File: src/rtl/return_addr_stack.sv
// Purpose : 8-entry x 16-bit circular return-address stack (push on call, pop on return).
// Latency : 1 clock from push to top_addr/count update; 1 clock from pop to pop_addr/pop_valid.
// Backpressure: none; push while full overwrites the oldest entry, pop while empty returns 0 (sticky flags record both).
//
// Ports:
//   clk, reset           rising-edge clock, asynchronous active-high reset
//   push, push_addr      store push_addr as the new top (stored unmodified)
//   pop                  remove top; result appears on pop_addr with a 1-cycle pop_valid pulse
//   clear_err            synchronous clear of overflow/underflow (a same-cycle new error wins)
//   pop_addr, pop_valid  registered pop result
//   top_addr             current top entry from registered state, 0 when empty
//   count, empty, full   occupancy (0..8)
//   overflow, underflow  sticky error flags
module return_addr_stack (
  input  logic        clk,
  input  logic        reset,
  input  logic        push,
  input  logic [15:0] push_addr,
  input  logic        pop,
  input  logic        clear_err,
  output logic [15:0] pop_addr,
  output logic        pop_valid,
  output logic [15:0] top_addr,
  output logic [3:0]  count,
  output logic        empty,
  output logic        full,
  output logic        overflow,
  output logic        underflow
);

  localparam int DEPTH = 8;

  // Storage carries no reset: it is only ever read through top_idx while count is non-zero.
  logic [15:0] mem_q [DEPTH];

  // ptr_q is the next free slot; the top entry lives one below it (mod 8).
  logic [2:0]  ptr_q, ptr_d;
  logic [3:0]  count_q, count_d;
  logic [15:0] pop_addr_q, pop_addr_d;
  logic        pop_valid_q, pop_valid_d;
  logic        overflow_q, overflow_d;
  logic        underflow_q, underflow_d;

  logic        wr_en;
  logic [2:0]  wr_idx;
  logic [2:0]  top_idx;
  logic        is_empty;
  logic        is_full;

  assign top_idx  = ptr_q - 3'd1;
  assign is_empty = (count_q == 4'd0);
  assign is_full  = (count_q == 4'd8);

  always_comb begin
    ptr_d       = ptr_q;
    count_d     = count_q;
    pop_addr_d  = pop_addr_q;
    pop_valid_d = pop;
    // Clear first, then any new error below re-sets the flag, so a coincident error wins.
    overflow_d  = overflow_q  & ~clear_err;
    underflow_d = underflow_q & ~clear_err;
    wr_en       = 1'b0;
    wr_idx      = ptr_q;

    if (pop) begin
      if (is_empty) begin
        pop_addr_d  = 16'h0000;
        underflow_d = 1'b1;
        if (push) begin
          // Empty pop+push still performs the push.
          wr_en   = 1'b1;
          wr_idx  = ptr_q;
          ptr_d   = ptr_q + 3'd1;
          count_d = 4'd1;
        end
      end else begin
        pop_addr_d = mem_q[top_idx];
        if (push) begin
          // Return-then-call: replace the top in place, occupancy unchanged.
          wr_en  = 1'b1;
          wr_idx = top_idx;
        end else begin
          ptr_d   = top_idx;
          count_d = count_q - 4'd1;
        end
      end
    end else if (push) begin
      wr_en  = 1'b1;
      wr_idx = ptr_q;
      ptr_d  = ptr_q + 3'd1;
      // When full, ptr_q points at the oldest entry, so the write above discards it.
      if (is_full) begin
        overflow_d = 1'b1;
      end else begin
        count_d = count_q + 4'd1;
      end
    end
  end

  always_ff @(posedge clk or posedge reset) begin
    if (reset) begin
      ptr_q       <= 3'd0;
      count_q     <= 4'd0;
      pop_addr_q  <= 16'h0000;
      pop_valid_q <= 1'b0;
      overflow_q  <= 1'b0;
      underflow_q <= 1'b0;
    end else begin
      ptr_q       <= ptr_d;
      count_q     <= count_d;
      pop_addr_q  <= pop_addr_d;
      pop_valid_q <= pop_valid_d;
      overflow_q  <= overflow_d;
      underflow_q <= underflow_d;
    end
  end

  always_ff @(posedge clk) begin
    if (wr_en) begin
      mem_q[wr_idx] <= push_addr;
    end
  end

  assign pop_addr  = pop_addr_q;
  assign pop_valid = pop_valid_q;
  assign top_addr  = is_empty ? 16'h0000 : mem_q[top_idx];
  assign count     = count_q;
  assign empty     = is_empty;
  assign full      = is_full;
  assign overflow  = overflow_q;
  assign underflow = underflow_q;

endmodule

File: config.mk
export PLATFORM = sky130hd
export DESIGN_NAME = return_addr_stack
export DESIGN_NICKNAME = d
export VERILOG_FILES = /design/src/rtl/return_addr_stack.sv
export SDC_FILE = /design/constraint.sdc
export NUM_CORES = 1
export LEC_CHECK = 0
export CORE_UTILIZATION = 34
export DETAILED_ROUTE_END_ITERATION = 7
export GPL_TIMING_DRIVEN = 1
export SETUP_SLACK_MARGIN = 0.2
export SYNTH_ARGS = -nofsm -noshare
export SYNTH_HDL_FRONTEND = slang
export SYNTH_SLANG_ARGS = --single-unit
File: constraint.sdc
create_clock -name clk -period 2.9 [get_ports clk]
set_input_delay 0.58 -clock clk [delete_from_list [all_inputs] [get_ports clk]]
set_output_delay 0.58 -clock clk [all_outputs]
set_load 0.01 [all_outputs]
==> impl_summary.txt <==
----------------------------------------------------
[Routing]
  Drt total wl ... roughly 14000 µm
  ANT nets after route ... 0
  Drt pass-1 iters ... 4
  Number of vias per cell after detailed routing ... ~5.2
  DRC violation count after routing ... 0
  Violation count after the first detailed-routing iteration ... 205
  Total number of vias ... approximately 3500
  Post-DR wirelength/cell ... a little over 20 µm

[Critical path]
  Worst Path Class, Setup ... register to output port
  R2r setup slk ... 0.32 ns
  FF-to-FF End ... mem_q[6][12]
  CP endpoint kind ... output port
  Startpoint of the most critical setup path ... count[1]
  Depth of the worst register-to-register path ... 11
  Arrival time worst endpoint ... 2.17 ns
  Worst-path cell chain ... inv_2 -> ha_4 -> or3b_4 -> clkinv_4 -> buf_8 -> nor2_4 -> clkbuf_16 -> a22o_1 -> buf_2
  Worst Setup Start Kind ... register
  Endpoint required time on the critical path ... between 2 and 2.5 ns
  Crit-path max cell delay ... roughly 0.39 ns
  FF-to-FF Start ... count[1]
  Endpoint of the worst setup timing path ... top_addr[10]
  Worst-path maximum fanout ... 5
  CP max-delay cell ... or3b_4

[CTS]
  # H-tree levels ... 4
  Clock tree root driver cell ... clkbuf_16
  Number of hold-repair buffers added at the cts stage ... 0
  TritonCTS clock tree ... built
  Clock Tree Buf Depth ... 2
  Total CTS buffers ... 17
  Clock Pin Slew Worst Setup and Hold Paths ... ~0.07 ns
  Clock insertion delay at the later pin of the skew report ... about 0.43 ns
  Clock sinks ... about 150

[Global routing]
  Vias in the first global route ... roughly 3600
  Grt total ovfl ... 0
  Global-route wire length before repair ... 21500 µm
  Overall routing resource usage ... 16.3%
  Maximum number of pins on one net before global-route repair ... 36
  Antenna violations before repair ... 0

[Timing]
  Worst Hold Slack ... 0.502 ns
  Upper clock frequency limit ... 363 MHz
  # setup viols final ... 0
  Worst Slack Setup Final ... approximately 0.15 ns
  Clock skew ... 0.0113 ns
  Setup repair after global routing missed its margin ... yes
  Worst slew margin ... just under 70%
  Slew Viols, Final ... 0
  Final hold violation count ... 0
  Final min period ... between 2 and 3 ns
  Slew of the pin with the lowest slew margin ... between 0.4 and 0.5 ns
  Final period utilization ... 95.0%

[Job]
  Max-cap violations ... 0

[Logic synthesis]
  Number of synthesized flops with an enable pin ... 128
  Number of nets in the synthesized netlist ... 344
  Count of warnings emitted by yosys ... 0
  Post-synthesis instance area ... ~6200 µm²
  Post-synthesis register bit count ... roughly 150
  Area fraction of the dominant cell type after synthesis ... between 60 and 70%
  Proportion of register bits with asynchronous set or reset after synthesis ... between 15 and 20%
  Sequential cell area fraction in the yosys report ... 72.8%
  Leading post-synthesis cells by cell area ... edfxtp_1, mux4_2, dfrtp_1, mux2_2, a22o_1
  Synth unique cells ... between 40 and 50
  Mean instance size in the synthesized netlist ... between 15 and 20 µm²
  Largest area contributor in the netlist ... edfxtp_1
  Gate count of the mapped netlist ... roughly 320
  Primary FF master, synth ... edfxtp_1

[Floorplan]
  Ports ... a little over 60
  Die Ht ... around 140 µm
  Starting density of the core ... a little over a third
  Area of the placeable core ... about 18000 µm²
  Width of the die ... between 100 and 150 µm
  Overall die area ... 18700 µm²
  Total number of placement rows ... 48

[Place]
  Worst slack at placement ... -0.163 ns
  Routability cong. ... 0.786
  Post-place instance area ... ~7300 µm²
  Half-perimeter wire length of the detailed placement result ... 8360 µm
  Port Buf Inserts ... 61

[Cells and area]
  Number of inserted diodes ... 0
  Share of final-layout standard cells stronger than drive strength 1 ... between 30% and 40%
  Growth of design area from synthesis to finish ... 31.7%
  Post-route cell area ... approximately 8000 µm²
  Final #Nets ... between 400 and 500
  Finished Core Util ... 46.4%

[Power and ir drop]
  NetSw ... around 0.0034 W
  Static leakage ... approximately 3 nW
  Internal power ... around 0.0066 W
  Part of the total power dissipated in the clock network ... between 20 and 25%
  Worst ir drop on vdd ... roughly 0.78 mV
  Switching part of the total power ... 33.6%
  Power share of the sequential group ... a little under a third
  Power density over the cells ... ~1200 nW/µm²
  Part of the power in combinational logic ... between 40 and 50%

[Outcome]
  Status ... complete, no violations

[Worst hold path]
  Class of the tightest hold or removal check ... register to register

----------------------------------------------------
[power by group through the flow]
stage	registers, W	clock network, W	logic [W]
3_3_place_gp	0.00303	0	0.00428
5_1_grt	0.00305	0.00244	0.00503
6_report	0.00301	0.00229	0.00470
3_5_place_dp	0.00305	0	0.00434
2_1_floorplan	0.00312	0	0.00239
4_1_cts	0.00302	0.00235	0.00463
[worst max-delay path: cells and delay by family, from the launching register on]
kind / cells / cell delay, ns
and+or+nand+nor: 2 / 0.45
buffers and inverters: 5 / 0.55
AOI/OAI and AO/OA: 1 / 0.23
adders and majority gates: 1 / 0.13
DFF: 1 / 0.38
[layout by cell type (no fill, tap or decap), types with 2 or more instances in the layout]
cell	Yosys	layout
clkinv_4	0	2
mux2_2	17	17
nor3_1	2	2
buf_4	2	36
nor2_4	1	5
a21oi_1	5	5
inv_1	10	8
ha_4	0	2
o21ai_0	7	6
dfrtp_1	26	25
a22o_4	0	3
a32oi_1	2	2
edfxtp_1	128	128
inv_6	1	7
nor2_2	1	5
nor2_1	13	5
clkbuf_16	0	18
nand2_1	4	4
nor2b_1	2	2
clkinv_8	0	2
a22o_1	17	14
xnor2_1	4	3
or3b_4	0	2
buf_2	2	13
inv_8	0	2
mux4_2	32	32
bufinv_16	0	2
buf_12	0	8
o32a_1	2	2
buf_6	4	4
ha_1	5	3
nand4_1	2	2
inv_2	0	2
clkdlybuf4s50_1	0	43
o211ai_1	3	3
[Yosys cell counts, types with 3 or more instances]
cell,instances
buf_6,4
nand2_1,4
o211ai_1,3
mux4_2,32
a22o_1,17
a21oi_1,5
mux2_2,17
ha_1,5
o21ai_0,7
clkbuf_1,8
xnor2_1,4
nor2_1,13
inv_1,10
edfxtp_1,128
dfrtp_1,26
[how the worst min path moves through the flow]
stage / from / endpoint / slack, ns / cells after the start
finish: overflow / overflow / 0.50 / 1
global route: pop_addr[0] / pop_addr[0] / 0.51 / 1
CTS: overflow / overflow / 0.50 / 1
detailed placement: overflow / overflow / 0.49 / 1
global placement: overflow / overflow / 0.48 / 1
floorplan: overflow / overflow / 0.53 / 1
[per-layer routing]
metal	up-vias	wire length [µm]	GRT usage, %
met3	17	868	4.26
met5	-	0	0
met1	1806	6150	21.8
met4	0	257	6.53
met2	112	6580	25.5
li1	1524	-	-
[timing repair]
action / in CTS / in global routing
resized for setup: 86 / 7
endpoints found under the setup margin: 28 / 83
cloned: 2 / 0
pin swaps: 2 / 2
setup buffers: 5 / 2
[final cells by class]
| class | instances | area [µm²] |
|---|---|---|
| Clock inverter | 15 | 193 |
| Tap cell | 225 | 282 |
| Timing Repair Buffer | 109 | 1060 |
| Sequential cell | 154 | 4500 |
| Clock buffer | 17 | 425 |
| Multi-Input combinational cell | 136 | 1640 |
| Inverter | 11 | 46.3 |
| Fill cell | 1520 | 9400 |
[flip-flops by register name, summed over array words and instances (netlist names)]
name,count
overflow,1
pop_valid,1
underflow,1
ptr_q,3
mem_q,128
count,4
pop_addr,16
[per-stage QoR]
step / total power [W] / setup TNS, ns / cells
finish: 0.0100 / 0 / 667
global route: 0.0105 / 0 / 667
CTS: 0.0100 / 0 / 665
detailed placement: 0.00739 / -2.16 / 626
global placement: 0.00731 / -1.09 / 626
floorplan: 0.00551 / 0 / 318
[logic make-up after synthesis]
family                     Yosys count  share of synthesized area, %
AOI/OAI and AO/OA                   44                          5.41
xor gates and xnor gates             5                         0.709
adders and majority gates            5                          1.01
buffers and inverters               28                          2.43
DFF                                154                          72.8
muxes                               50                          14.9
and+or+nand+nor                     32                          2.74
No activity file was read; power rests on OpenSTA's default activity.
